[config.mk]
export PLATFORM = sky130hd
export DESIGN_NAME = data_memory_controller_flat
export DESIGN_NICKNAME = d
export VERILOG_FILES = /design/src/rtl/data_memory_controller_pkg.sv /design/src/rtl/data_memory_controller_if.sv /design/src/rtl/data_memory_controller_arbiter.sv /design/src/rtl/data_memory_controller.sv /design/src/flat_wrapper.sv
export SDC_FILE = /design/constraint.sdc
export NUM_CORES = 1
export LEC_CHECK = 0
export ABC_AREA = 0
export CAP_MARGIN = 20
export CORE_ASPECT_RATIO = 0.9
export CORE_MARGIN = 1
export CORE_UTILIZATION = 44
export DETAILED_ROUTE_END_ITERATION = 7
export PLACE_DENSITY_LB_ADDON = 0.2
export RECOVER_POWER = 25
export SETUP_SLACK_MARGIN = 0.4
export SYNTH_ARGS = -nofsm -noshare
export SYNTH_HDL_FRONTEND = slang
export SYNTH_SLANG_ARGS = --single-unit
[constraint.sdc]
create_clock -name clock -period 2.4 [get_ports clock]
set_input_delay 0.48 -clock clock [delete_from_list [all_inputs] [get_ports clock]]
set_output_delay 0.48 -clock clock [all_outputs]
set_load 0.005 [all_outputs]
[src/rtl/data_memory_controller_pkg.sv]
// Shared types and byte-lane helpers for the data memory controller.
// Lane helpers assume four byte lanes in a 32-bit word.
package data_memory_controller_pkg;

    typedef enum logic [1:0] {
        Byte     = 2'd0,
        Half     = 2'd1,
        Word     = 2'd2,
        Reserved = 2'd3
    } AccessSize;

    typedef enum logic [1:0] {
        Idle    = 2'd0,
        Access  = 2'd1,
        Respond = 2'd2
    } ControllerState;

    // Bits needed to hold the value itself, so an address equal to the depth stays representable.
    function automatic int GetMinWidth(input int value);
        return $clog2(value + 1);
    endfunction

    function automatic logic [31:0] LaneMask(input AccessSize size, input logic [1:0] offset);
        case (size)
            Byte:    return 32'h0000_00FF << {offset, 3'b000};
            Half:    return 32'h0000_FFFF << {offset[1], 4'b0000};
            Word:    return 32'hFFFF_FFFF;
            default: return 32'h0000_0000;
        endcase
    endfunction

    function automatic logic [31:0] LaneReplicate(input AccessSize size, input logic [31:0] data);
        case (size)
            Byte:    return {4{data[7:0]}};
            Half:    return {2{data[15:0]}};
            default: return data;
        endcase
    endfunction

    function automatic logic [31:0] LaneExtract(input AccessSize size, input logic [1:0] offset,
                                                input logic isSigned, input logic [31:0] word);
        logic [31:0] shifted;
        shifted = word >> {offset, 3'b000};
        case (size)
            Byte:    return {{24{isSigned & shifted[7]}}, shifted[7:0]};
            Half:    return {{16{isSigned & shifted[15]}}, shifted[15:0]};
            Word:    return word;
            default: return 32'h0000_0000;
        endcase
    endfunction

    function automatic logic LaneError(input AccessSize size, input logic [1:0] offset);
        case (size)
            Byte:    return 1'b0;
            Half:    return offset[0];
            Word:    return offset != 2'b00;
            default: return 1'b1;
        endcase
    endfunction

endpackage

[src/rtl/data_memory_controller_if.sv]
// Requester handshake plus memory-side bus of the data memory controller.
// The controller takes the slave modport; clients and the memory model take master.
interface data_memory_controller_if #(
    parameter int BitWidth      = 32,
    parameter int Requesters    = 2,
    parameter int ByteAddrWidth = 10,
    parameter int MemAddrWidth  = 8
);
    logic [Requesters-1:0]                    reqValid;
    logic [Requesters-1:0]                    reqReady;
    logic [Requesters-1:0]                    reqWrite;
    logic [Requesters-1:0][1:0]               reqSize;
    logic [Requesters-1:0]                    reqSigned;
    logic [Requesters-1:0][ByteAddrWidth-1:0] reqAddr;
    logic [Requesters-1:0][BitWidth-1:0]      reqWData;
    logic [Requesters-1:0]                    respValid;
    logic [BitWidth-1:0]                      respRData;
    logic                                     respError;
    logic                                     memEnable;
    logic                                     memWrite;
    logic [MemAddrWidth-1:0]                  memAddr;
    logic [BitWidth-1:0]                      memWData;
    logic [BitWidth-1:0]                      memWDataMask;
    logic [BitWidth-1:0]                      memRData;

    modport master (
        output reqValid, reqWrite, reqSize, reqSigned, reqAddr, reqWData, memRData,
        input  reqReady, respValid, respRData, respError,
               memEnable, memWrite, memAddr, memWData, memWDataMask
    );

    modport slave (
        input  reqValid, reqWrite, reqSize, reqSigned, reqAddr, reqWData, memRData,
        output reqReady, respValid, respRData, respError,
               memEnable, memWrite, memAddr, memWData, memWDataMask
    );
endinterface

[src/rtl/data_memory_controller_arbiter.sv]
// Round-robin arbiter: picks the first active request at or after the pointer, wrapping around.
module data_memory_controller_arbiter #(
    parameter int Requesters = 2
) (
    input  logic [Requesters-1:0]         request,
    input  logic [$clog2(Requesters)-1:0] pointer,
    output logic [Requesters-1:0]         grant,
    output logic [$clog2(Requesters)-1:0] index,
    output logic                          valid
);
    localparam int IndexWidth = $clog2(Requesters);

    logic [IndexWidth-1:0] candidate;

    always_comb begin
        grant     = '0;
        index     = '0;
        valid     = 1'b0;
        candidate = '0;
        for (int k = 0; k < Requesters; k++) begin
            candidate = IndexWidth'((int'(pointer) + k) % Requesters);
            if (!valid && request[candidate]) begin
                valid            = 1'b1;
                index            = candidate;
                grant[candidate] = 1'b1;
            end
        end
    end
endmodule

[src/rtl/data_memory_controller.sv]
// Shares the single-port data memory between requesters: round-robin grant, lane translation,
// alignment/range checking and load extension, one request every three cycles.
module data_memory_controller
    import data_memory_controller_pkg::*;
#(
    parameter int BitWidth   = 32,
    parameter int Capacity   = 128,
    parameter int Requesters = 2
) (
    input  logic                    clock,
    input  logic                    reset,
    data_memory_controller_if.slave bus
);
    localparam int MemAddrWidth  = GetMinWidth(Capacity);
    localparam int ByteAddrWidth = MemAddrWidth + 2;
    localparam int IndexWidth    = $clog2(Requesters);

    ControllerState          state;
    logic [IndexWidth-1:0]   rrPointer;
    logic [IndexWidth-1:0]   grantIndex;
    logic [IndexWidth-1:0]   activeIndex;
    logic [Requesters-1:0]   grant;
    logic                    anyValid;

    AccessSize               selSize;
    logic [1:0]              selOffset;
    logic [MemAddrWidth-1:0] selWordAddr;
    logic                    selError;

    logic                    activeWrite;
    logic                    activeSigned;
    AccessSize               activeSize;
    logic [1:0]              activeOffset;
    logic                    activeError;

    logic                    memEnableQ;
    logic                    memWriteQ;
    logic [MemAddrWidth-1:0] memAddrQ;
    logic [BitWidth-1:0]     memWDataQ;
    logic [BitWidth-1:0]     memMaskQ;
    logic [Requesters-1:0]   respValidQ;
    logic [BitWidth-1:0]     respRDataQ;
    logic                    respErrorQ;

    data_memory_controller_arbiter #(.Requesters(Requesters)) arbiter (
        .request (bus.reqValid),
        .pointer (rrPointer),
        .grant   (grant),
        .index   (grantIndex),
        .valid   (anyValid)
    );

    always_comb begin
        selSize     = AccessSize'(bus.reqSize[grantIndex]);
        selOffset   = bus.reqAddr[grantIndex][1:0];
        selWordAddr = bus.reqAddr[grantIndex][ByteAddrWidth-1:2];
        selError    = LaneError(selSize, selOffset) || (selWordAddr >= MemAddrWidth'(Capacity));
    end

    always_ff @(posedge clock) begin
        if (reset) begin
            state        <= Idle;
            rrPointer    <= '0;
            activeIndex  <= '0;
            activeWrite  <= 1'b0;
            activeSigned <= 1'b0;
            activeSize   <= Byte;
            activeOffset <= 2'b00;
            activeError  <= 1'b0;
            memEnableQ   <= 1'b0;
            memWriteQ    <= 1'b0;
            memAddrQ     <= '0;
            memWDataQ    <= '0;
            memMaskQ     <= '0;
            respValidQ   <= '0;
            respRDataQ   <= '0;
            respErrorQ   <= 1'b0;
        end else begin
            case (state)
                Idle: begin
                    if (anyValid) begin
                        activeIndex  <= grantIndex;
                        activeWrite  <= bus.reqWrite[grantIndex];
                        activeSigned <= bus.reqSigned[grantIndex];
                        activeSize   <= selSize;
                        activeOffset <= selOffset;
                        activeError  <= selError;
                        // Illegal requests never touch the memory bus.
                        if (!selError) begin
                            memEnableQ <= 1'b1;
                            memWriteQ  <= bus.reqWrite[grantIndex];
                            memAddrQ   <= selWordAddr;
                            memWDataQ  <= LaneReplicate(selSize, bus.reqWData[grantIndex]);
                            memMaskQ   <= LaneMask(selSize, selOffset);
                        end
                        state <= Access;
                    end
                end
                Access: begin
                    memEnableQ <= 1'b0;
                    memWriteQ  <= 1'b0;
                    memAddrQ   <= '0;
                    memWDataQ  <= '0;
                    memMaskQ   <= '0;
                    respValidQ <= Requesters'(1) << activeIndex;
                    respErrorQ <= activeError;
                    respRDataQ <= (activeError || activeWrite) ? '0
                                : LaneExtract(activeSize, activeOffset, activeSigned, bus.memRData);
                    state      <= Respond;
                end
                Respond: begin
                    respValidQ <= '0;
                    respRDataQ <= '0;
                    respErrorQ <= 1'b0;
                    rrPointer  <= (activeIndex == IndexWidth'(Requesters - 1)) ? '0 : activeIndex + 1'b1;
                    state      <= Idle;
                end
                default: state <= Idle;
            endcase
        end
    end

    // Reset forces every output low at once so an in-flight store cannot commit.
    assign bus.reqReady     = (state == Idle && !reset) ? grant : '0;
    assign bus.respValid    = reset ? '0 : respValidQ;
    assign bus.respRData    = reset ? '0 : respRDataQ;
    assign bus.respError    = respErrorQ & ~reset;
    assign bus.memEnable    = memEnableQ & ~reset;
    assign bus.memWrite     = memWriteQ & ~reset;
    assign bus.memAddr      = reset ? '0 : memAddrQ;
    assign bus.memWData     = reset ? '0 : memWDataQ;
    assign bus.memWDataMask = reset ? '0 : memMaskQ;
endmodule

[src/flat_wrapper.sv]
// flat-port wrapper written by rule: the top's interface ports become plain ports
module data_memory_controller_flat import data_memory_controller_pkg::*;
#(
    parameter int BitWidth   = 32,
    parameter int Capacity   = 128,
    parameter int Requesters = 2
)
  (clock, reset, bus_reqValid, bus_reqWrite, bus_reqSize, bus_reqSigned, bus_reqAddr, bus_reqWData, bus_memRData, bus_reqReady, bus_respValid, bus_respRData, bus_respError, bus_memEnable, bus_memWrite, bus_memAddr, bus_memWData, bus_memWDataMask);
  data_memory_controller_if #(.BitWidth(BitWidth), .Requesters(Requesters), .ByteAddrWidth(10), .MemAddrWidth(8)) bus_i ();
  input  logic clock;
  input  logic reset;
  input wire logic [$bits(bus_i.reqValid)-1:0] bus_reqValid;
  input wire logic [$bits(bus_i.reqWrite)-1:0] bus_reqWrite;
  input wire logic [$bits(bus_i.reqSize)-1:0] bus_reqSize;
  input wire logic [$bits(bus_i.reqSigned)-1:0] bus_reqSigned;
  input wire logic [$bits(bus_i.reqAddr)-1:0] bus_reqAddr;
  input wire logic [$bits(bus_i.reqWData)-1:0] bus_reqWData;
  input wire logic [$bits(bus_i.memRData)-1:0] bus_memRData;
  output wire logic [$bits(bus_i.reqReady)-1:0] bus_reqReady;
  output wire logic [$bits(bus_i.respValid)-1:0] bus_respValid;
  output wire logic [$bits(bus_i.respRData)-1:0] bus_respRData;
  output wire logic [$bits(bus_i.respError)-1:0] bus_respError;
  output wire logic [$bits(bus_i.memEnable)-1:0] bus_memEnable;
  output wire logic [$bits(bus_i.memWrite)-1:0] bus_memWrite;
  output wire logic [$bits(bus_i.memAddr)-1:0] bus_memAddr;
  output wire logic [$bits(bus_i.memWData)-1:0] bus_memWData;
  output wire logic [$bits(bus_i.memWDataMask)-1:0] bus_memWDataMask;
  assign bus_i.reqValid = bus_reqValid;
  assign bus_i.reqWrite = bus_reqWrite;
  assign bus_i.reqSize = bus_reqSize;
  assign bus_i.reqSigned = bus_reqSigned;
  assign bus_i.reqAddr = bus_reqAddr;
  assign bus_i.reqWData = bus_reqWData;
  assign bus_i.memRData = bus_memRData;
  assign bus_reqReady = bus_i.reqReady;
  assign bus_respValid = bus_i.respValid;
  assign bus_respRData = bus_i.respRData;
  assign bus_respError = bus_i.respError;
  assign bus_memEnable = bus_i.memEnable;
  assign bus_memWrite = bus_i.memWrite;
  assign bus_memAddr = bus_i.memAddr;
  assign bus_memWData = bus_i.memWData;
  assign bus_memWDataMask = bus_i.memWDataMask;
  data_memory_controller #(.BitWidth(BitWidth), .Capacity(Capacity), .Requesters(Requesters)) u_core (.clock(clock), .reset(reset), .bus(bus_i));
endmodule
==> results.json, run 1 <==
{
  "status": "finished, final reports clean",
  "fp.dieH_um": 111,
  "rsz0062_at_grt": "yes",
  "synth_area_um2": 5790,
  "ys_seq_elements": 92,
  "cts_buffers": 9,
  "setup_viol": 0,
  "synth.distinct_cells": 57,
  "pin_count": 239,
  "worstPathCellList": "inv_1, ha_1, nand2b_4, or4_4, nor3_4, a21boi_2, a221o_1",
  "clk_path_buf_depth": 2,
  "h-tree-depth": 3,
  "grt_pass1_wl_mm": 30.0,
  "dp.cells": 1036,
  "netSwitchingFraction_pct": 30.3,
  "path_class": "flop to flop",
  "period_share_pct": 88.5,
  "grt_pass1_vias": 5727,
  "r2r_setup_slack_ns": 0.28,
  "cp-endpoint": "u_core.respRDataQ[11]",
  "syn_to_final_growth_pct": 57.0,
  "cp-start-kind": "flop",
  "maxSlewHeadroom_pct": 53.7,
  "utilization_pct": 71.1,
  "fill_cells": 992,
  "worst_r2r_path_depth": 7,
  "row_count": 39,
  "dp_hpwl_mm": 14.5,
  "cts_tree": "yes",
  "cp_data_required_time_ns": 2.70,
  "synthesis.instances": 673,
  "avgSynthCellArea_um2": 8.61,
  "worst_pin_slew_ns": 0.694,
  "grt_max_degree": 41,
  "peakVddDrop_mv": 0.366,
  "path_delay_family": "simple AND/OR/NAND/NOR gates",
  "clkPwrFrac_pct": 30.2,
  "die-area_um2": 13600,
  "grt-ovfl-total": 0,
  "first_pass_iters": 5,
  "instances_no_fill": 1072,
  "regArea_um2": 1840,
  "critPathMaxStageDelay_ns": 0.47,
  "start_util_pct": 45.3,
  "cts.clk_slew.worst_paths_ns": 0.07,
  "viasPerCell": 5.72,
  "track_usage_pct": 28.8,
  "core_um2": 12800,
  "maxSlewViolCount": 0,
  "critical_path_buf_inv_count": 1,
  "hold_viol_final": 0,
  "root_buffer": "clkbuf_16",
  "routed_wl_mm": 20.2,
  "antenna_left": 0,
  "synth_top_area_share_pct": 31.8,
  "stdcell_area_um2": 9090,
  "rr_endpoint": "u_core.respRDataQ[11]",
  "dpl_cell_area_um2": 8330,
  "antenna_found_initial": 2,
  "min_path_type": "primary input to flop",
  "arrival_ns": 2.43,
  "p_comb_share_pct": 30.8,
  "io_buffers": 238,
  "place.gp.congestion": 0.888,
  "synth-edff-count": 0,
  "drt_iter0_markers": 493,
  "r2r-start": "u_core.state[1]",
  "yosysTopAreaCell": "dfxtp_1",
  "cap_violations": 0,
  "multi_input_area_um2": 3670,
  "ys_seq_area_share_pct": 31.8,
  "cts_sinks": 92,
  "p_seq_share_pct": 39.0,
  "skew_ns": 0.00747,
  "clk-insertion-delay-late_ns": 0.35,
  "wl_per_cell_um": 18.8,
  "yosys_warnings": 0,
  "crit_slowest_cell": "or4_4",
  "period_minus_slack_ns": 2.12,
  "fmax_ghz": 0.471,
  "die_w_um": 123,
  "leakage_uw": 0.00395,
  "p_sw_uw": 1310,
  "yosysMostFrequentCell": "dfxtp_1",
  "cp_max_fo": 7,
  "vias": 6136,
  "ys_top_cells_by_count": "dfxtp_1, nor2b_1, mux2i_1, nand2_1, nor2_1",
  "ys.flop_type": "dfxtp_1",
  "num-nets-final": 1033,
  "worst-path-stages": 7,
  "finalWorstSetupSlack_ns": 0.277,
  "end_kind": "flop",
  "power_density_nw_per_um2": 476,
  "async_reset_ff_share_pct": 0,
  "synthTopCellsByArea": "dfxtp_1, mux2i_1, nor2b_1, buf_4, a32o_1",
  "p_int_uw": 3010,
  "startpoint": "u_core.state[1]",
  "drive_above_1_share_pct": 20.2,
  "place_worst_setup_slack_ns": -0.211,
  "syn_nets": 804,
  "fin_setup_tns_ns": 0,
  "remaining_drc_errors": 0
}
per-stage QoR:
| step | hold WS, ns | total power, uW |
|---|---|---|
| final | 0.419 | 4330 |
| after global routing | 0.443 | 4520 |
| after CTS | 0.439 | 4310 |
| after detailed placement | 0.457 | 2940 |
| after global placement | 0.449 | 2910 |
| after floorplan | 0.436 | 2370 |
layout make-up:
| cell class | count | area share [%] |
|---|---|---|
| inverter | 10 | 0.440 |
| timing repair buffer | 303 | 33.7 |
| multi-input combinational | 486 | 40.3 |
| clock buffer | 9 | 2.48 |
| sequential | 92 | 20.3 |
| tap | 164 | 2.26 |
| clock inverter | 6 | 0.454 |
| antenna | 2 | 0.0550 |
per-layer routing:
layer / GRT usage, % / part of all wire, % / vias up
met5: 0 / 0 / -
met4: 10.9 / 2.7 / 0
met3: 5.86 / 8.9 / 44
met2: 44.8 / 46 / 314
met1: 38.7 / 42 / 2907
li1: - / - / 2871
power groups by stage:
stage / clock network, uW / registers, uW / logic, uW
global placement: 0 / 1700 / 1200
global route: 1400 / 1690 / 1420
floorplan: 0 / 1680 / 691
CTS: 1320 / 1680 / 1310
finish: 1310 / 1690 / 1330
detailed placement: 0 / 1710 / 1230
placed cells by master, fill, tap and decap left out, types with 21 or more instances in the layout:
cell             instances
nor2b_1                 39
buf_4                   43
mux2i_1                 57
dlygate4sd2_1           21
nand2_1                 57
dlymetal6s2s_1          21
dfxtp_1                 90
clkdlybuf4s50_1        173
nor2b_2                 45
nor2_1                  48
a22oi_1                 26
a32o_1                  23
a21oi_1                 34
what timing repair did:
action	CTS	global route
resized for setup	117	61
setup endpoints to repair	171	142
hold buffers	0	0
pin swaps	7	2
gates cloned	1	1
buffers inserted	5	12
how the worst min path moves through the flow:
stage,startpoint,to,slack [ns],cells after the start
6_report,reset,u_core.respValidQ[0],0.42,2
5_1_grt,reset,u_core.respValidQ[0],0.44,2
4_1_cts,reset,u_core.respErrorQ,0.44,2
3_5_place_dp,u_core.respValidQ[1],u_core.respValidQ[1],0.46,2
3_3_place_gp,u_core.respValidQ[1],u_core.respValidQ[1],0.45,2
2_1_floorplan,u_core.respValidQ[1],u_core.respValidQ[1],0.44,2
state kept, by name, summed over array words and instances (netlist names), 2 cells and up:
name and flops:
u_core.memMaskQ 4, u_core.activeOffset 2, u_core.respRDataQ 32, u_core.memWDataQ 32, u_core.state 2, u_core.activeSize 2
u_core.respValidQ 2, u_core.memAddrQ 8
cell families after synthesis:
group / count (synthesis) / share of synthesized area [%]
compound gates: 179 / 22.8
mux: 80 / 15.9
buf+inv: 95 / 8.94
fa+ha+maj: 3 / 0.648
flops: 92 / 31.8
simple gates: 224 / 20.0
No activity file was read; power rests on OpenSTA's default activity.
==> inputs of run 2 (changes only) <==
--- a/config.mk
+++ b/config.mk
@@ -11,6 +11,7 @@
 export CORE_MARGIN = 1
 export CORE_UTILIZATION = 44
 export DETAILED_ROUTE_END_ITERATION = 7
+export MAX_ROUTING_LAYER = met4
 export PLACE_DENSITY_LB_ADDON = 0.2
 export RECOVER_POWER = 25
 export SETUP_SLACK_MARGIN = 0.4
==> results.json, run 2 (synthesized netlist as in run 1, its figures left out) <==
{
  "cp_data_required_time_ns": 1.92,
  "cts_buffers": 9,
  "clk-insertion-delay-late_ns": 0.35,
  "path_class": "primary input to primary output",
  "fin_setup_tns_ns": 0,
  "track_usage_pct": 29.4,
  "cts.clk_slew.worst_paths_ns": 0.06,
  "fill_cells": 1019,
  "layout_commonest_cell": "clkdlybuf4s50_1",
  "r2r-start": "u_core.state[1]",
  "end_kind": "primary output",
  "maxSlewViolCount": 0,
  "cp-start-kind": "primary input",
  "start_util_pct": 45.3,
  "wl_per_cell_um": 18.5,
  "r2r_setup_slack_ns": 0.38,
  "remaining_drc_errors": 0,
  "antenna_found_initial": 2,
  "power_density_nw_per_um2": 478,
  "core_um2": 12800,
  "period_share_pct": 88.3,
  "h-tree-depth": 3,
  "drt_iter0_markers": 428,
  "holdBufCountCts": 0,
  "cts_sinks": 92,
  "reg_top3": "u_core.memWDataQ (32), u_core.respRDataQ (32), u_core.memAddrQ (8)",
  "final_cell_mix": "clkdlybuf4s50_1, dfxtp_1, mux2i_1",
  "min_from": "reset",
  "drive_above_1_share_pct": 20.2,
  "period_minus_slack_ns": 2.12,
  "num-nets-final": 1033,
  "rsz0062_at_grt": "yes",
  "grt-ovfl-total": 0,
  "place.gp.congestion": 0.917,
  "first_pass_iters": 5,
  "hold_depth": 2,
  "root_buffer": "clkbuf_16",
  "worst_pin_slew_ns": 0.729,
  "grt_pass1_vias": 5615,
  "grt_max_degree": 41,
  "io_buffers": 238,
  "vias": 6036,
  "viasPerCell": 5.63,
  "rr_endpoint": "u_core.respRDataQ[14]",
  "maxSlewHeadroom_pct": 51.3,
  "fp.dieH_um": 111,
  "cp_max_fo": 25,
  "status": "finished, final reports clean",
  "hold_viol_final": 0,
  "leakage_uw": 0.00386,
  "arrival_ns": 1.64,
  "antenna_left": 0,
  "peakVddDrop_mv": 0.534,
  "cts_tree": "yes",
  "holdWs_ns": 0.411,
  "fmax_ghz": 0.472,
  "clk_path_buf_depth": 2,
  "worst_r2r_path_depth": 7,
  "grt_pass1_wl_mm": 30.1,
  "die_w_um": 123,
  "row_count": 39,
  "min_path_type": "primary input to flop",
  "routed_wl_mm": 19.9,
  "pin_count": 239,
  "dp_hpwl_mm": 14.4,
  "syn_to_final_growth_pct": 56.6,
  "utilization_pct": 70.9,
  "holdPathEnd": "u_core.respValidQ[1]",
  "cap_violations": 0,
  "die-area_um2": 13600,
  "skew_ns": 0.00585,
  "setup_viol": 0
}
-- run 2: changes by cell type in the layout (fill, tap and decap cells not counted), moves of 3 or more --
| cell | previous run | this run |
|---|---|---|
| clkdlybuf4s50_1 | 173 | 178 |
| dlygate4sd2_1 | 21 | 17 |
| buf_6 | 9 | 6 |
| clkdlybuf4s25_1 | 20 | 23 |
| dlymetal6s2s_1 | 21 | 18 |
-- run 2: report_power, final --
group	switching (uW)	internal (uW)	leakage, uW
Sequential	56.0	1630	0.000748
Combinational	633	679	0.00297
Clock	610	728	0.000138
-- run 2: stage by stage --
step / power, uW / worst slack, ns / cell area [um^2] / cells
5_1_grt: 4520 / 0.210 / 9070 / 1073
3_5_place_dp: 2940 / -0.171 / 8330 / 1037
4_1_cts: 4320 / 0.359 / 8830 / 1055
6_report: 4330 / 0.281 / 9070 / 1073
3_3_place_gp: 2910 / -0.0601 / 8330 / 1037
2_1_floorplan: 2370 / 0.472 / 5790 / 673
-- run 2: layer usage --
metal  vias up  track usage (%)  share of wire, %
li1       2877                -                 -
met5         -                -                 0
met1      2856             40.2                43
met2       269             43.7                47
met3        34             5.97               8.3
met4         0             8.37               1.8
-- run 2: worst max-delay path, cell delays in order --
cell,delay [ns]
buf_12,0.17
clkbuf_1,0.40
nor2b_1,0.12
clkdlybuf4s50_1,0.47
-- run 2: cell type report --
| cell class | count | area (um^2) | area share [%] |
|---|---|---|---|
| sequential | 92 | 1840 | 20.3 |
| inverter | 10 | 37.5 | 0.414 |
| tap | 164 | 205 | 2.26 |
| antenna | 2 | 5.00 | 0.0552 |
| clock buffer | 10 | 239 | 2.64 |
| timing repair buffer | 303 | 3040 | 33.6 |
| multi-input combinational | 486 | 3650 | 40.3 |
| clock inverter | 6 | 40.0 | 0.442 |
-- run 2: worst max-delay path by stage --
stage,slack (ns),end,startpoint,depth (start not counted)
2_1_floorplan,0.47,u_core.memEnableQ,bus_reqSize[3],8
3_3_place_gp,-0.06,u_core.memAddrQ[4],bus_reqValid[0],7
3_5_place_dp,-0.17,u_core.memWDataQ[1],bus_reqValid[0],7
4_1_cts,0.36,bus_respRData[21],reset,4
5_1_grt,0.21,bus_memWrite,reset,4
6_report,0.28,bus_memWrite,reset,4
-- run 2: repair_timing --
item,CTS,global route
gates cloned,0,2
pin swaps,5,4
resized for setup,92,76
setup buffers,2,14
endpoints found under the setup margin,170,154
==> inputs of run 3 (changes only) <==
--- a/config.mk
+++ b/config.mk
@@ -6,10 +6,10 @@
 export NUM_CORES = 1
 export LEC_CHECK = 0
 export ABC_AREA = 0
-export CAP_MARGIN = 20
+export CAP_MARGIN = 5
 export CORE_ASPECT_RATIO = 0.9
 export CORE_MARGIN = 1
-export CORE_UTILIZATION = 44
+export CORE_UTILIZATION = 45
 export DETAILED_ROUTE_END_ITERATION = 7
 export MAX_ROUTING_LAYER = met4
 export PLACE_DENSITY_LB_ADDON = 0.2
==> constraint.sdc (replaced) <==
create_clock -name clock -period 2.75 [get_ports clock]
set_input_delay 0.55 -clock clock [delete_from_list [all_inputs] [get_ports clock]]
set_output_delay 0.55 -clock clock [all_outputs]
set_load 0.005 [all_outputs]
==> results.json, run 3 (synthesized netlist as in run 1, its figures left out) <==
{
  "drt_iter0_markers": 459,
  "fmax_ghz": 0.405,
  "p_sw_uw": 1130,
  "startpoint": "reset",
  "holdBufCountCts": 0,
  "end_kind": "primary output",
  "first_pass_iters": 5,
  "r2r_setup_slack_ns": 0.35,
  "cp-start-kind": "primary input",
  "row_count": 38,
  "start_util_pct": 47.0,
  "status": "finished, final reports clean",
  "clk-insertion-delay-late_ns": 0.35,
  "vias": 5884,
  "fp.dieH_um": 110,
  "wl_per_cell_um": 19.0,
  "num-nets-final": 999,
  "die-area_um2": 13300,
  "cts_buffers": 9,
  "p_comb_share_pct": 28.1,
  "worst_r2r_path_depth": 8,
  "grt_pass1_wl_mm": 29.1,
  "regArea_um2": 1840,
  "cts_sinks": 92,
  "setup_viol": 0,
  "p_int_uw": 2670,
  "reg_top3": "u_core.memWDataQ (32), u_core.respRDataQ (32), u_core.memAddrQ (8)",
  "min_from": "u_core.respValidQ[1]",
  "p_seq_share_pct": 38.5,
  "power_density_nw_per_um2": 447,
  "clk_path_buf_depth": 2,
  "die_w_um": 122,
  "h-tree-depth": 3,
  "fill_cells": 988,
  "maxSlewHeadroom_pct": 47.4,
  "antenna_found_initial": 0,
  "cap_violations": 0,
  "path_class": "primary input to primary output",
  "syn_to_final_growth_pct": 46.9,
  "fin_setup_tns_ns": 0,
  "grt-ovfl-total": 0,
  "antenna_left": 0,
  "core_um2": 12300,
  "leakage_uw": 0.00330,
  "peakVddDrop_mv": 0.325,
  "cp_max_fo": 25,
  "r2r-start": "u_core.state[1]",
  "cts.clk_slew.worst_paths_ns": 0.07,
  "cp_data_required_time_ns": 2.20,
  "grt_max_degree": 52,
  "place.gp.congestion": 0.896,
  "layout_commonest_cell": "clkdlybuf4s50_1",
  "hold_depth": 2,
  "holdPathEnd": "u_core.respValidQ[1]",
  "skew_ns": 0.00629,
  "routed_wl_mm": 19.7,
  "track_usage_pct": 29.9,
  "cts_tree": "yes",
  "min_path_type": "flop to flop",
  "maxSlewViolCount": 0,
  "dp.cells": 1015,
  "instances_no_fill": 1033,
  "clkPwrFrac_pct": 33.4,
  "worst_pin_slew_ns": 0.789,
  "netSwitchingFraction_pct": 29.7,
  "viasPerCell": 5.70,
  "period_minus_slack_ns": 2.47,
  "root_buffer": "clkbuf_16",
  "arrival_ns": 1.92,
  "final_cell_mix": "clkdlybuf4s50_1, dfxtp_1, nor2b_1",
  "remaining_drc_errors": 0,
  "multi_input_area_um2": 3470,
  "hold_viol_final": 0,
  "period_share_pct": 89.9,
  "dp_hpwl_mm": 14.5,
  "grt_pass1_vias": 5374,
  "io_buffers": 238,
  "drive_above_1_share_pct": 10.4,
  "diodes": 0,
  "rr_endpoint": "u_core.respRDataQ[28]",
  "rsz0062_at_grt": "yes",
  "pin_count": 239
}
[run 3: changes by cell type in the layout (fill, tap and decap cells not counted), moves of 4 or more]
cell	previous run	this run
clkdlybuf4s50_1	178	232
nor2b_1	37	77
nor2b_2	45	9
clkdlybuf4s25_1	23	0
buf_4	42	20
dlymetal6s2s_1	18	1
dlygate4sd2_1	17	3
a21boi_1	1	7
a21boi_2	6	0
buf_12	8	3
buf_6	6	2
nor2b_4	5	1
[run 3: repair_timing]
item,4_1_cts,5_1_grt
setup endpoints to repair,66,54
pin swaps,0,1
gates resized for setup,10,11
setup buffers,1,0
gates cloned,0,1
[run 3: stage by stage]
stage | setup WS (ns) | cell area (um^2) | util [%] | hold slack [ns] | total power, uW
after floorplan | 0.689 | 5790 | - | 0.436 | 2070
after global placement | -0.00743 | 8160 | 66.3 | 0.447 | 2530
after detailed placement | -0.146 | 8160 | 66.3 | 0.480 | 2540
after CTS | 0.408 | 8490 | 68.9 | 0.475 | 3820
after global routing | 0.187 | 8510 | 69.1 | 0.510 | 3970
final | 0.278 | 8510 | 69.1 | 0.487 | 3800
[run 3: layout make-up]
cell class	count	area share (%)
clock inverter	6	0.838
inverter	10	0.441
clock buffer	10	2.69
multi-input combinational	486	40.8
timing repair buffer	269	31.2
tap	160	2.35
sequential	92	21.7
[run 3: critical path: stages]
cell             delay, ns
buf_4                 0.18
clkbuf_2              0.36
nor2b_1               0.27
clkdlybuf4s50_1       0.55
[run 3: power by group through the flow]
stage                     logic, uW  registers (uW)  clock network (uW)
final                          1070            1470                1270
after global routing           1150            1470                1350
after CTS                      1060            1470                1300
after detailed placement       1050            1490                   0
after global placement         1030            1490                   0
after floorplan                 603            1470                   0
[run 3: worst max-delay path by stage]
stage	endpoint	slack, ns	cells after the start
CTS	bus_memWDataMask[23]	0.41	5
floorplan	bus_memWDataMask[10]	0.69	4
finish	bus_memWData[3]	0.28	4
detailed placement	u_core.memWDataQ[23]	-0.15	6
global placement	u_core.memWDataQ[16]	-0.007	6
global route	bus_memEnable	0.19	4
[run 3: per-layer routing]
layer  GRT usage (%)  vias to the layer above  part of all wire, %
li1                -                     2798                    -
met1            39.1                     2788                   43
met2            45.5                      261                   46
met3            7.05                       37                  7.6
met4            9.70                        0                  2.7
met5               -                        -                    0
